--- src/rtl/mem_region_ctrl.sv ---
// Memory-mapped RAM window with sized little-endian access, wait states and error response.
// Optional build macro: MEM_ALIGN_CHECK_EN (reject misaligned accesses instead of aligning them).
module mem_region_ctrl #(
  parameter logic [31:0] BASE_ADDR   = 32'h00000000,
  parameter int          ADDR_WIDTH  = 8,
  parameter int          WAIT_STATES = 0
) (
  input  logic        clock,
  input  logic        reset_n,
  input  logic [31:0] address,
  input  logic [63:0] wdata,
  input  logic        mem_write,
  input  logic        mem_read,
  input  logic [1:0]  size,
  output logic [63:0] rdata,
  output logic        ready,
  output logic        error,
  output logic        busy
);

  localparam int          DEPTH     = 2 ** (ADDR_WIDTH - 3);
  localparam logic [31:0] HIT_MASK  = 32'hFFFFFFFF << ADDR_WIDTH;
  localparam logic [3:0]  WAIT_INIT = (WAIT_STATES > 0) ? 4'(WAIT_STATES - 1) : 4'd0;

  localparam logic [1:0] IDLE   = 2'd0;
  localparam logic [1:0] WAIT   = 2'd1;
  localparam logic [1:0] ACCESS = 2'd2;
  localparam logic [1:0] RESP   = 2'd3;

  logic [1:0]            state_reg, state_next;
  logic [3:0]            wait_cnt_reg;
  logic [ADDR_WIDTH-1:0] addr_reg;
  logic [1:0]            size_reg;
  logic [63:0]           wdata_reg;
  logic                  write_reg;
  logic                  err_reg;
  logic [63:0]           rdata_reg;
  logic                  ready_reg, error_reg, busy_reg;

  logic                  hit, accept, req_err;
  logic [2:0]            align_mask;
  logic [ADDR_WIDTH-1:0] cap_addr;

  assign hit    = (address & HIT_MASK) == BASE_ADDR;
  assign accept = (state_reg == IDLE) && hit && (mem_read | mem_write);

  always_comb begin
    align_mask = 3'b000;
    case (size)
      2'd1:    align_mask = 3'b001;
      2'd2:    align_mask = 3'b011;
      2'd3:    align_mask = 3'b111;
      default: align_mask = 3'b000;
    endcase
  end

  // Low address bits below the access size are dropped so every access is naturally aligned.
  assign cap_addr = address[ADDR_WIDTH-1:0] & ~{{(ADDR_WIDTH-3){1'b0}}, align_mask};

`ifdef MEM_ALIGN_CHECK_EN
  assign req_err = (mem_read & mem_write) | (|(address[2:0] & align_mask));
`else
  assign req_err = mem_read & mem_write;
`endif

  always_comb begin
    state_next = state_reg;
    case (state_reg)
      IDLE:    if (accept) state_next = (WAIT_STATES > 0) ? WAIT : ACCESS;
      WAIT:    if (wait_cnt_reg == 4'd0) state_next = ACCESS;
      ACCESS:  state_next = RESP;
      RESP:    state_next = IDLE;
      default: state_next = IDLE;
    endcase
  end

  // Datapath for the captured request
  logic [ADDR_WIDTH-4:0] word_idx;
  logic [5:0]            lane_shift;
  logic [7:0]            be_base, be;
  logic [63:0]           size_mask, wdata_sh, rd_word, rdata_next;
  logic                  mem_we;

  assign word_idx   = addr_reg[ADDR_WIDTH-1:3];
  assign lane_shift = {addr_reg[2:0], 3'b000};

  always_comb begin
    be_base   = 8'h01;
    size_mask = 64'h00000000000000FF;
    case (size_reg)
      2'd1:    begin be_base = 8'h03; size_mask = 64'h000000000000FFFF; end
      2'd2:    begin be_base = 8'h0F; size_mask = 64'h00000000FFFFFFFF; end
      2'd3:    begin be_base = 8'hFF; size_mask = 64'hFFFFFFFFFFFFFFFF; end
      default: begin be_base = 8'h01; size_mask = 64'h00000000000000FF; end
    endcase
  end

  assign be         = be_base << addr_reg[2:0];
  assign wdata_sh   = wdata_reg << lane_shift;
  assign rdata_next = (rd_word >> lane_shift) & size_mask;
  assign mem_we     = (state_reg == ACCESS) && write_reg && !err_reg;

  // One byte-wide array per lane gives independent byte write enables; contents are not reset.
  genvar gi;
  generate
    for (gi = 0; gi < 8; gi++) begin : g_lane
      logic [7:0] lane_mem [DEPTH];

      always_ff @(posedge clock) begin
        if (mem_we && be[gi]) lane_mem[word_idx] <= wdata_sh[gi*8 +: 8];
      end

      assign rd_word[gi*8 +: 8] = lane_mem[word_idx];
    end
  endgenerate

  always_ff @(posedge clock or negedge reset_n) begin
    if (!reset_n) begin
      state_reg    <= IDLE;
      wait_cnt_reg <= 4'd0;
      addr_reg     <= '0;
      size_reg     <= 2'd0;
      wdata_reg    <= 64'd0;
      write_reg    <= 1'b0;
      err_reg      <= 1'b0;
      rdata_reg    <= 64'd0;
      ready_reg    <= 1'b0;
      error_reg    <= 1'b0;
      busy_reg     <= 1'b0;
    end else begin
      state_reg <= state_next;
      if (accept) begin
        addr_reg     <= cap_addr;
        size_reg     <= size;
        wdata_reg    <= wdata;
        write_reg    <= mem_write;
        err_reg      <= req_err;
        wait_cnt_reg <= WAIT_INIT;
      end else if (state_reg == WAIT && wait_cnt_reg != 4'd0) begin
        wait_cnt_reg <= wait_cnt_reg - 4'd1;
      end
      if (state_reg == ACCESS && !write_reg && !err_reg) rdata_reg <= rdata_next;
      ready_reg <= (state_next == RESP);
      error_reg <= (state_next == RESP) && err_reg;
      busy_reg  <= (state_next != IDLE);
    end
  end

  assign rdata = rdata_reg;
  assign ready = ready_reg;
  assign error = error_reg;
  assign busy  = busy_reg;

endmodule

--- config.mk ---
export PLATFORM = sky130hd
export DESIGN_NAME = mem_region_ctrl
export DESIGN_NICKNAME = d
export VERILOG_FILES = /design/src/rtl/mem_region_ctrl.sv
export SDC_FILE = /design/constraint.sdc
export NUM_CORES = 2
export LEC_CHECK = 0
export BUFFER_PORTS_ARGS = -buffer_cell sky130_fd_sc_hd__buf_4
export CAP_MARGIN = 15
export CORE_MARGIN = 2
export CORE_UTILIZATION = 62
export CTS_CLUSTER_SIZE = 16
export DETAILED_ROUTE_END_ITERATION = 6
export MAX_ROUTING_LAYER = met4
export PLACE_DENSITY_LB_ADDON = 0.1
export RECOVER_POWER = 100
export REMOVE_ABC_BUFFERS = 1
export SYNTH_ARGS = -nofsm -noshare
export SYNTH_HDL_FRONTEND = slang
export SYNTH_SLANG_ARGS = --single-unit
--- constraint.sdc ---
create_clock -name clock -period 4.8 [get_ports clock]
set_input_delay 0.48 -clock clock [delete_from_list [all_inputs] [get_ports clock]]
set_output_delay 0.48 -clock clock [all_outputs]
set_load 0.05 [all_outputs]
==> run metrics <==
run status=finished, violations left; failing checks=max-capacitance violations, max-slew violations; Tmin final=4610 ps; number of buffers added on ports=between 150 and 200; die width=~380 µm; WP data required=approximately 5500 ps; fmax=about 0.22 GHz; final-report max-slew violation count=between 1,000 and 1,500; Crit path largest cell delay=between 800 and 900 ps; Max Cap Viol=45; Post-Route WL=roughly 270,000 µm; Placeable Area=140,000 µm²; cells along the critical path=or4b_4 -> clkbuf_1 -> o22ai_1 -> nor4_1 -> nand2_1 -> mux2i_1 -> mux2i_1 -> a221o_1; die area=approximately 140,000 µm²; Leakage=about 30 nW; Final setup viols=0; post-synthesis sequential area ratio=between 70 and 80%; leading area contributor after synthesis=edfxtp_1; PostCTS Resize Cnt=0; root buffer cell=clkbuf_16; Final Hold Vio Count=0; Ports=169; Worst-Skew Late Latency=roughly 840 ps; Worst slew margin=-97.5%; Switch Pwr=between 7 and 8 mW; Mean Syn Cell Area=around 17 µm²; most used cell, CP=mux2i_1; ys async rst share=~6.8%; synth unique cells=between 60 and 70; layout cells sized above 1=13.2%; Peak VDD IR=approximately 330 µV; Post-Syn Instances=roughly 5,200; DRT antenna net count=0; maximum clock path buffer count=3; crit path max-delay cell type=dfrtp_1; Via density=6.80; Reg power frac=56.3%; CP delay by family, top=simple AND/OR/NAND/NOR gates; Iter 0 DRT Violations=around 7,900; vias in the first global route=between 50,000 and 60,000; CTS tree=done; Worst Path Buf+Inv=1; commonest non-fill, non-tap cell in the layout=edfxtp_1; Worst Setup End Kind=flop; WL/cell=35.2 µm; largest net degree at the start of global routing=100; filler instances=slightly above 9,000; RePlAce Congestion=around 0.99; area delta synth->final=13.6%; Worst Max-Slew Pin Slew=approximately 3000 ps; hold_buf cts=74; Setup Fix Bufs, Post-CTS=0; crit share post-route=between 90% and 100%; htree depth=4; PwrDens=approximately 370 nW/µm²; TNS Setup=0 ps; Final WS setup=191 ps; initial antenna violation count=18; Hold Path Class=primary input to flop; height of the chip=between 300 and 400 µm; Primary FF master, synth=edfxtp_1; synth warn=0; row cnt=137; Placement Cell Area=approximately 93,000 µm²; most frequent cells in the layout=edfxtp_1 (2,048), mux2i_1 (996), o22ai_1 (456); DRC Markers=0; Util after Layout=between 70% and 80%; Initial Util=62.6%; Total GRT Usage=between 30% and 40%; Synth Register Bits=2,197; clock sinks=about 2,200; Logic pwr share=less than 1%; total number of vias=around 53,000; main area contributors after synthesis=edfxtp_1 (70%), mux2i_1 (11%), dfrtp_1 (4.3%); hpwl dp=roughly 180,000 µm; crit-path max FO=36; First-pass DRT Iterations=6; sw frac=19.3%; GRT overflow=0; final setup skew=roughly 28 ps; fin area=~99,000 µm²; Finished Layout Cells=just under 8,000; DP Cell Count=about 7,300; share of the synthesized area in the top cell type=between 70% and 80%; Inserted Clock Buffers=209; clock share of power=43.3%; RSZ-0062 raised after global routing=false; startpoint types=flop; Synth Cell Area=slightly below 90,000 µm²; Fin Hold WS=approximately 170 ps; Critical Path AT=roughly 5300 ps; worst slack, placed=between 600 and 700 ps; layout net count=roughly 5,800; kind of critical path=flop to flop; first-pass GRT wire length=381,000 µm; Final Power=roughly 37 mW; Largest register FFs=between 2,000 and 2,500; clock slew at reported path FFs=about 70 ps; Internal Power=29.5 mW; number of synthesized flops with an enable pin=2,048
-- final timing paths --
| path | from | end | slack (ps) | cells past startpoint |
|---|---|---|---|---|
| hold reg to reg | wdata_reg[48] | wdata_reg[48] | 500 | 1 |
| max in group asynchronous | reset_n | wait_cnt_reg[0] | 1880 | 2 |
| min in group asynchronous | reset_n | wdata_reg[60] | 1100 | 2 |
| setup / recovery | addr_reg[3] | rdata[2] | 190 | 8 |
| hold / removal | address[0] | addr_reg[0] | 170 | 3 |
| setup reg to reg | addr_reg[3] | rdata[2] | 190 | 8 |
-- layer usage --
layer  track usage, %  routed length [µm]  vias up
met3             10.2               37900      623
met1             54.9              103000    26616
met2             54.1              119000     3895
met5                -                   0        -
met4             16.4               13400        0
li1                 -                   -    21666
-- worst register-to-register path, delay by kind of cell, from the launching register on --
family,cells,cell delay [ps]
mux,2,520
simple gates,3,1910
compound gates,2,570
flops,1,890
buf+inv,1,620
-- power by group through the flow --
| stage | combinational (mW) | sequential, mW | clock, mW |
|---|---|---|---|
| after CTS | 0.155 | 20.6 | 15.9 |
| after detailed placement | 0.107 | 21.0 | 0 |
| final | 0.159 | 20.6 | 15.8 |
| after global routing | 0.170 | 20.6 | 16.6 |
| after floorplan | 0.00244 | 21.0 | 0 |
| after global placement | 0.105 | 21.0 | 0 |
-- cell families (layout without fill, tap and decap cells) --
logic type / count (synthesis) / after routing / share of synthesized area (%)
other: 0 / 15 / 0
AO/OA/AOI/OAI: 705 / 705 / 5.14
AND/OR/NAND/NOR: 765 / 765 / 4.03
multiplexers: 1168 / 1168 / 14.4
flip-flops: 2197 / 2197 / 74.6
buffers and inverters: 334 / 1035 / 1.77
XOR/XNOR: 3 / 3 / 0.0301
adder cells (fa/ha/maj): 2 / 2 / 0.0286
-- layout make-up --
class / instances / area [µm²] / share of cell area (%)
antenna: 15 / 37.5 / 0.0378
multi-input combinational: 2643 / 21000 / 21.1
clock buffer: 292 / 5720 / 5.76
sequential: 2197 / 65200 / 65.7
tap: 1876 / 2350 / 2.36
inverter: 9 / 36.3 / 0.0365
clock inverter: 96 / 787 / 0.792
timing repair buffer: 638 / 4200 / 4.23
-- synthesized netlist by cell type (6+ instances only) --
| cell | count |
|---|---|
| o21ai_0 | 66 |
| o221ai_1 | 6 |
| nor4_2 | 6 |
| a22o_1 | 22 |
| dfrtp_1 | 149 |
| nand3_1 | 56 |
| mux2i_1 | 1003 |
| edfxtp_1 | 2048 |
| buf_2 | 173 |
| buf_1 | 12 |
| nand2b_1 | 7 |
| a21oi_1 | 66 |
| clkbuf_1 | 123 |
| a211oi_1 | 8 |
| a22oi_1 | 13 |
| nor3_1 | 9 |
| nor4_1 | 112 |
| mux4_2 | 63 |
| a221o_1 | 6 |
| o21a_1 | 8 |
| and3_1 | 24 |
| nand2_1 | 165 |
| buf_4 | 14 |
| o211ai_1 | 10 |
| o22ai_1 | 463 |
| nand4bb_1 | 6 |
| nor2_1 | 352 |
| mux2_2 | 102 |
Note: power is estimated with default switching activity, not from simulation.
